===== src/rtl/vend_pkg.sv =====
// Shared definitions for the vending transaction engine: FSM state encoding,
// default credit ceiling and the slot-index width helper.
package vend_pkg;

    typedef enum logic [1:0] {
        ST_IDLE   = 2'd0,
        ST_CHECK  = 2'd1,
        ST_VEND   = 2'd2,
        ST_CHANGE = 2'd3
    } vend_state_e;

    localparam int unsigned CREDIT_MAX_DEF = 995;

    // Width of a slot index; at least one bit.
    function automatic int unsigned slot_w(input int unsigned n);
        return (n > 1) ? $clog2(n) : 1;
    endfunction

endpackage


===== src/rtl/vend_inventory_bank.sv =====
// Per-slot inventory counters. Restock overrides a same-cycle decrement of the
// same slot; a restock index outside the slot range matches no counter.
// Ports: clk/rst_n, restock_{valid,slot,count}_i, dec_{valid,slot}_i, inv_flat_o.
module vend_inventory_bank
    import vend_pkg::*;
#(
    parameter int unsigned NUM_SLOTS = 8,
    parameter int unsigned CNT_W     = 5,
    localparam int unsigned SW       = slot_w(NUM_SLOTS)
) (
    input  logic                       clk,
    input  logic                       rst_n,
    input  logic                       restock_valid_i,
    input  logic [SW-1:0]              restock_slot_i,
    input  logic [CNT_W-1:0]           restock_count_i,
    input  logic                       dec_valid_i,
    input  logic [SW-1:0]              dec_slot_i,
    output logic [NUM_SLOTS*CNT_W-1:0] inv_flat_o
);

    logic [CNT_W-1:0] cnt_q [NUM_SLOTS];

    for (genvar i = 0; i < NUM_SLOTS; i++) begin : g_slot
        always_ff @(posedge clk or negedge rst_n) begin
            if (!rst_n) begin
                cnt_q[i] <= '0;
            end else if (restock_valid_i && (restock_slot_i == SW'(i))) begin
                cnt_q[i] <= restock_count_i;
            end else if (dec_valid_i && (dec_slot_i == SW'(i)) && (cnt_q[i] != '0)) begin
                cnt_q[i] <= cnt_q[i] - CNT_W'(1);
            end
        end

        assign inv_flat_o[i*CNT_W +: CNT_W] = cnt_q[i];
    end

endmodule


===== src/rtl/vend_txn_engine.sv =====
// Vending transaction engine: credit accumulation, selection check, vend,
// and change hand-off to a ready/valid dispenser. Excess coins and coins that
// arrive while busy go to a backlog returned with the next vend or refund.
// Ports: coin/sel/refund/restock requests and price table in; credit, vend,
// change handshake, error pulses, inventory counts and busy out.
module vend_txn_engine
    import vend_pkg::*;
#(
    parameter int unsigned NUM_SLOTS  = 8,
    parameter int unsigned CNT_W      = 5,
    parameter int unsigned MONEY_W    = 10,
    parameter int unsigned CREDIT_MAX = CREDIT_MAX_DEF,
    localparam int unsigned SW        = slot_w(NUM_SLOTS)
) (
    input  logic                         clk,
    input  logic                         reset,
    input  logic                         coin_valid,
    input  logic [7:0]                   coin_value,
    input  logic                         sel_valid,
    input  logic [SW-1:0]                sel_slot,
    input  logic                         refund_req,
    input  logic [NUM_SLOTS*MONEY_W-1:0] price_flat,
    input  logic                         restock_valid,
    input  logic [SW-1:0]                restock_slot,
    input  logic [CNT_W-1:0]             restock_count,
    input  logic                         change_ready,
    output logic [MONEY_W-1:0]           credit,
    output logic                         vend_valid,
    output logic [SW-1:0]                vend_slot,
    output logic                         change_valid,
    output logic [MONEY_W-1:0]           change_amt,
    output logic                         err_sold_out,
    output logic                         err_funds,
    output logic                         err_invalid,
    output logic [NUM_SLOTS*CNT_W-1:0]   inv_flat,
    output logic                         busy
);

    localparam int unsigned MW1 = MONEY_W + 1;
    localparam logic [MONEY_W-1:0] CMAX = MONEY_W'(CREDIT_MAX);

    vend_state_e        state_q, state_d;
    logic [MONEY_W-1:0] credit_q, credit_d;
    logic [MONEY_W-1:0] backlog_q, backlog_d;
    logic [MONEY_W-1:0] change_q, change_d;
    logic [SW-1:0]      sel_q, sel_d;
    logic [SW-1:0]      vend_slot_q, vend_slot_d;
    logic               vend_valid_q, vend_valid_d;
    logic               err_sold_out_q, err_sold_out_d;
    logic               err_funds_q, err_funds_d;
    logic               err_invalid_q, err_invalid_d;
    logic               change_valid_q, busy_q;

    logic               dec_valid_c;
    logic               coin_to_bl;
    logic               slot_ok;
    logic [SW-1:0]      sel_idx;
    logic [MONEY_W-1:0] price_sel;
    logic [CNT_W-1:0]   cnt_sel;
    logic [MONEY_W-1:0] diff;
    logic [MONEY_W:0]   csum, rsum, vsum;

    logic [MONEY_W-1:0] price_arr [NUM_SLOTS];
    logic [CNT_W-1:0]   cnt_arr   [NUM_SLOTS];

    for (genvar i = 0; i < NUM_SLOTS; i++) begin : g_unpack
        assign price_arr[i] = price_flat[i*MONEY_W +: MONEY_W];
        assign cnt_arr[i]   = inv_flat[i*CNT_W +: CNT_W];
    end

    // Clamp a MONEY_W+1 result to the MONEY_W range.
    function automatic logic [MONEY_W-1:0] sat_w(input logic [MONEY_W:0] v);
        return v[MONEY_W] ? '1 : v[MONEY_W-1:0];
    endfunction

    function automatic logic [MONEY_W-1:0] sat_add(input logic [MONEY_W-1:0] a,
                                                   input logic [MONEY_W-1:0] b);
        return sat_w({1'b0, a} + {1'b0, b});
    endfunction

    // Latched slot lookup; out-of-range indices are redirected to slot 0.
    assign slot_ok   = (32'(sel_q) < NUM_SLOTS);
    assign sel_idx   = slot_ok ? sel_q : '0;
    assign price_sel = price_arr[sel_idx];
    assign cnt_sel   = cnt_arr[sel_idx];

    vend_inventory_bank #(
        .NUM_SLOTS (NUM_SLOTS),
        .CNT_W     (CNT_W)
    ) u_inv (
        .clk             (clk),
        .rst_n           (reset),
        .restock_valid_i (restock_valid),
        .restock_slot_i  (restock_slot),
        .restock_count_i (restock_count),
        .dec_valid_i     (dec_valid_c),
        .dec_slot_i      (sel_q),
        .inv_flat_o      (inv_flat)
    );

    // Next-state and transaction datapath.
    always_comb begin
        state_d        = state_q;
        credit_d       = credit_q;
        backlog_d      = backlog_q;
        change_d       = change_q;
        sel_d          = sel_q;
        vend_slot_d    = vend_slot_q;
        vend_valid_d   = 1'b0;
        err_sold_out_d = 1'b0;
        err_funds_d    = 1'b0;
        err_invalid_d  = 1'b0;
        dec_valid_c    = 1'b0;
        coin_to_bl     = coin_valid;

        csum = {1'b0, credit_q} + MW1'(coin_value);
        rsum = {1'b0, credit_q} + {1'b0, backlog_q};
        diff = (credit_q >= price_sel) ? (credit_q - price_sel) : '0;
        vsum = {1'b0, diff} + {1'b0, backlog_q};

        unique case (state_q)
            ST_IDLE: begin
                if (refund_req) begin
                    change_d  = sat_w(rsum);
                    credit_d  = '0;
                    backlog_d = '0;
                    if (rsum != '0) state_d = ST_CHANGE;
                end else if (sel_valid) begin
                    sel_d   = sel_slot;
                    state_d = ST_CHECK;
                end else if (coin_valid) begin
                    coin_to_bl = 1'b0;
                    if (csum > {1'b0, CMAX}) begin
                        credit_d  = CMAX;
                        backlog_d = sat_add(backlog_q, MONEY_W'(csum - {1'b0, CMAX}));
                    end else begin
                        credit_d = csum[MONEY_W-1:0];
                    end
                end
            end
            ST_CHECK: begin
                state_d = ST_IDLE;
                if (!slot_ok) begin
                    err_invalid_d = 1'b1;
                end else if (cnt_sel == '0) begin
                    err_sold_out_d = 1'b1;
                end else if (credit_q < price_sel) begin
                    err_funds_d = 1'b1;
                end else begin
                    vend_valid_d = 1'b1;
                    vend_slot_d  = sel_q;
                    state_d      = ST_VEND;
                end
            end
            ST_VEND: begin
                dec_valid_c = 1'b1;
                change_d    = sat_w(vsum);
                credit_d    = '0;
                backlog_d   = '0;
                state_d     = (vsum == '0) ? ST_IDLE : ST_CHANGE;
            end
            ST_CHANGE: begin
                if (change_ready) state_d = ST_IDLE;
            end
            default: state_d = ST_IDLE;
        endcase

        // Coins not absorbed into credit are never dropped.
        if (coin_to_bl) backlog_d = sat_add(backlog_d, MONEY_W'(coin_value));
    end

    always_ff @(posedge clk or negedge reset) begin
        if (!reset) begin
            state_q        <= ST_IDLE;
            credit_q       <= '0;
            backlog_q      <= '0;
            change_q       <= '0;
            sel_q          <= '0;
            vend_slot_q    <= '0;
            vend_valid_q   <= 1'b0;
            err_sold_out_q <= 1'b0;
            err_funds_q    <= 1'b0;
            err_invalid_q  <= 1'b0;
            change_valid_q <= 1'b0;
            busy_q         <= 1'b0;
        end else begin
            state_q        <= state_d;
            credit_q       <= credit_d;
            backlog_q      <= backlog_d;
            change_q       <= change_d;
            sel_q          <= sel_d;
            vend_slot_q    <= vend_slot_d;
            vend_valid_q   <= vend_valid_d;
            err_sold_out_q <= err_sold_out_d;
            err_funds_q    <= err_funds_d;
            err_invalid_q  <= err_invalid_d;
            change_valid_q <= (state_d == ST_CHANGE);
            busy_q         <= (state_d != ST_IDLE);
        end
    end

    assign credit       = credit_q;
    assign vend_valid   = vend_valid_q;
    assign vend_slot    = vend_slot_q;
    assign change_valid = change_valid_q;
    assign change_amt   = change_q;
    assign err_sold_out = err_sold_out_q;
    assign err_funds    = err_funds_q;
    assign err_invalid  = err_invalid_q;
    assign busy         = busy_q;

endmodule


===== config.mk =====
export PLATFORM = sky130hd
export DESIGN_NAME = vend_txn_engine
export DESIGN_NICKNAME = d
export VERILOG_FILES = /design/src/rtl/vend_pkg.sv /design/src/rtl/vend_inventory_bank.sv /design/src/rtl/vend_txn_engine.sv
export SDC_FILE = /design/constraint.sdc
export NUM_CORES = 1
export LEC_CHECK = 0
export ABC_AREA = 1
export ABC_CLOCK_PERIOD_IN_PS = 5900
export CAP_MARGIN = 5
export CORE_MARGIN = 3
export CORE_UTILIZATION = 53
export CTS_CLUSTER_SIZE = 28
export DETAILED_ROUTE_END_ITERATION = 10
export PLACE_DENSITY = 0.83
export REMOVE_ABC_BUFFERS = 1
export SLEW_MARGIN = 20
export SYNTH_ARGS = -nofsm -noshare
export SYNTH_HDL_FRONTEND = slang
export SYNTH_SLANG_ARGS = --single-unit
export TNS_END_PERCENT = 20

===== constraint.sdc =====
create_clock -name clk -period 5.9 [get_ports clk]
set_input_delay 0.885 -clock clk [delete_from_list [all_inputs] [get_ports clk]]
set_output_delay 0.885 -clock clk [all_outputs]
set_load 0.02 [all_outputs]

==> flow_summary.ini <==
[clocking]
cts_buffers = 9
htreeDepth = 3
clockBufferDepth = 2
cts_tree = done
clk_pin_slew_ns = 0.07
cts_hold_buf = 0
clk_latency_ns = 0.35
cts_root_buf = clkbuf_16
cts_sinks = 83

[synth]
synthCells = 1185
synth_edf_count = 0
yosys.area_share.adder_pct = 12.6
syn_avg_cell_area_um2 = 6.93
synth_area_um2 = 8220
synthXorXnorAreaFrac_pct = 5.33
synth_cell_types = 53
yosysWarnings = 0
ys.flop_type = dfrtp_1
synthSimpleGateAreaFrac_pct = 28.8
synth-seq-cells = 83
synth_top_family_by_area = simple AND/OR/NAND/NOR gates
async_flop_share_pct = 100
synthMuxAreaShare_pct = 0
synth_compound_area_share_pct = 18.0
ys_seq_area_share_pct = 25.3

[critical_path]
reg2reg_depth = 31
critPathRequiredTime_ns = 6.12
slowest_delay_ns = 0.46
critPathMaxFanout = 6
critPathMostFrequentCell = inv_1
cp.arrival_ns = 5.74
crit_type = in2reg
cp-end-kind = flip-flop
start_kind = primary input
slowest_stage = clkdlybuf4s50_1

[sta]
period_minus_slack_ns = 5.52
slew_headroom_pct = 45.5
fmax_ghz = 0.181
hold_ws_ns = 0.425
drv_slew = 0
rsz0062_at_grt = yes
clock_skew_ns = 0.00800
tightest_slew_ns = 0.814
setup_viol = 0
finalHoldViolCount = 0
period_share_pct = 93.6

[detailed_routing]
vias = 9166
vias_per_cell = 5.78
routedWlPerCell_um = 17.5
detail-route-antenna-nets = 0
routed_wl_um = 27700
drtIter0Drc = 674
drt-pass1-iter-count = 6
post-route-drc-count = 0

[cells_and_area]
fill_cells = 1195
synthToLayoutAreaGrowth_pct = 31.2
diodes = 0
nets = 1583
drive_above_1_share_pct = 8.85
fin_area_um2 = 10800

[global_routing]
grt_remaining_overflow = 0
track_usage_pct = 32.4
grt_pass1_vias = 8914
grt_max_degree = 60
grt_pass1_wl_um = 43400
antenna_found_initial = 0

[power_and_ir_drop]
ir_worst_vdd_uv = 254
powerDensity_nw_per_um2 = 525
power_leakage_nw = 5.23

[floorplan]
rows = 44
die_w_um = 131
start_util_pct = 55.3
fp.coreArea_um2 = 14900
dieHeight_um = 131
dieArea_um2 = 17000
num_io_pins = 175

[flow_run]
drv_cap = 0

[status]
status = complete, no violations

[placed_design]
gp_congestion = 0.974
portBuffers = 173
hpwl_um = 22000
place_area_um2 = 10400

[min_path]
hold_path.class = in2async
## final timing paths
kind,start,slack [ns],end
worst max-delay path,price_flat[40],0.38,busy
worst min-delay path,reset,0.42,credit[1]
worst max register to register,sel_idx[0],0.44,busy
worst min register to register,state_q[1],0.47,err_sold_out
max in group asynchronous,reset,4.34,u_inv.inv_flat_o[33]
min in group clk,state_q[1],0.47,err_sold_out
## power breakdown
| part | switching, W | total (W) | internal [W] | leakage [nW] |
|---|---|---|---|---|
| Combinational | 0.00233 | 0.00395 | 0.00162 | 4.09 |
| Clock | 0.000248 | 0.000571 | 0.000323 | 0.137 |
| Sequential | 0.000322 | 0.00114 | 0.000817 | 1.00 |
| Total | 0.00290 | 0.00566 | 0.00276 | 5.23 |
## final cells by class
type | count | area [µm²] | area share [%]
inverter | 189 | 713 | 6.61
tap | 184 | 230 | 2.14
sequential | 83 | 2080 | 19.3
multi-input combinational | 895 | 5380 | 49.9
clock buffer | 9 | 225 | 2.09
timing repair buffer | 220 | 2100 | 19.5
clock inverter | 5 | 56.3 | 0.522
## synth_stat cells (3+ instances only)
| master | n | area, µm² |
|---|---|---|
| nand2_1 | 248 | 931 |
| inv_1 | 183 | 687 |
| nor2_1 | 111 | 417 |
| nand3_1 | 87 | 435 |
| dfrtp_1 | 83 | 2080 |
| ha_1 | 73 | 913 |
| o21ai_0 | 67 | 335 |
| a21oi_1 | 58 | 290 |
| xor2_1 | 37 | 324 |
| nand4_1 | 27 | 169 |
| a22oi_1 | 24 | 180 |
| a31oi_1 | 17 | 106 |
| o211ai_1 | 14 | 105 |
| clkbuf_1 | 13 | 48.8 |
| xnor2_1 | 13 | 114 |
| nand2_2 | 12 | 75.1 |
| nor3_1 | 11 | 55.1 |
| o22ai_1 | 10 | 62.6 |
| a21oi_2 | 8 | 70.1 |
| o31ai_1 | 7 | 52.6 |
| fa_1 | 6 | 120 |
| o221ai_1 | 6 | 52.6 |
| or2_2 | 6 | 37.5 |
| nand2_4 | 5 | 56.3 |
| nor2_2 | 5 | 31.3 |
| a221oi_1 | 4 | 35.0 |
| clkinv_1 | 4 | 15.0 |
| nand3_2 | 4 | 40.0 |
| nor2_4 | 4 | 45.0 |
| o21bai_1 | 4 | 30.0 |
| a22o_1 | 3 | 26.3 |
| o32ai_1 | 3 | 26.3 |
## cells by family after synthesis
logic type,count (synthesis)
buf+inv,207
compound gates,237
simple gates,528
xor+xnor,50
other cells,1
flops,83
fa+ha+maj,79
## repair_timing
action / 4_1_cts / 5_1_grt
buffers inserted: 0 / 3
resized for setup: 0 / 21
endpoints found under the setup margin: 0 / 18
## routing by layer
| metal | GRT usage [%] | wire length [µm] | vias up |
|---|---|---|---|
| met5 | 0 | 0 | - |
| met4 | 12.9 | 1010 | 0 |
| met1 | 40.6 | 11100 | 4253 |
| met2 | 55.4 | 13300 | 440 |
| met3 | 5.85 | 2300 | 79 |
| li1 | - | - | 4394 |
## flip-flops by register name, indices dropped and copies added, names as in the netlist
register and flops:
sel_idx 3, change_amt 10, change_valid 1, backlog_q 10
u_inv.inv_flat_o 40, credit 10, vend_valid 1, busy 1
err_sold_out 1, err_funds 1, vend_slot 3, state_q 2
## metrics by stage
step | power [W] | worst slack, ns | utilization (%) | cells | TNS [ns]
2_1_floorplan | 0.00350 | 0.607 | - | 1167 | 0
3_3_place_gp | 0.00487 | 0.0135 | 70.0 | 1568 | 0
3_5_place_dp | 0.00495 | -0.196 | 70.0 | 1568 | -1.89
4_1_cts | 0.00555 | 0.143 | 71.9 | 1582 | 0
5_1_grt | 0.00612 | -0.0254 | 72.5 | 1585 | -0.0429
6_report | 0.00566 | 0.381 | 72.5 | 1585 | 0
## critical path, delay by kind of cell
| family | cells | cell delay (ns) |
|---|---|---|
| AOI/OAI and AO/OA | 10 | 1.71 |
| adders and majority gates | 3 | 0.93 |
| buffers and inverters | 7 | 1.07 |
| and+or+nand+nor | 10 | 0.97 |
| xor gates and xnor gates | 1 | 0.17 |
## layout by cell type, fill, tap and decap left out, types with 47 or more instances in the layout
cell type	n
a21oi_1	56
clkdlybuf4s50_1	170
buf_4	47
dfrtp_1	83
nand2_1	248
inv_1	182
ha_1	71
nand3_1	87
nor2_1	108
o21ai_0	61
Power figures use the tool's default switching activity.
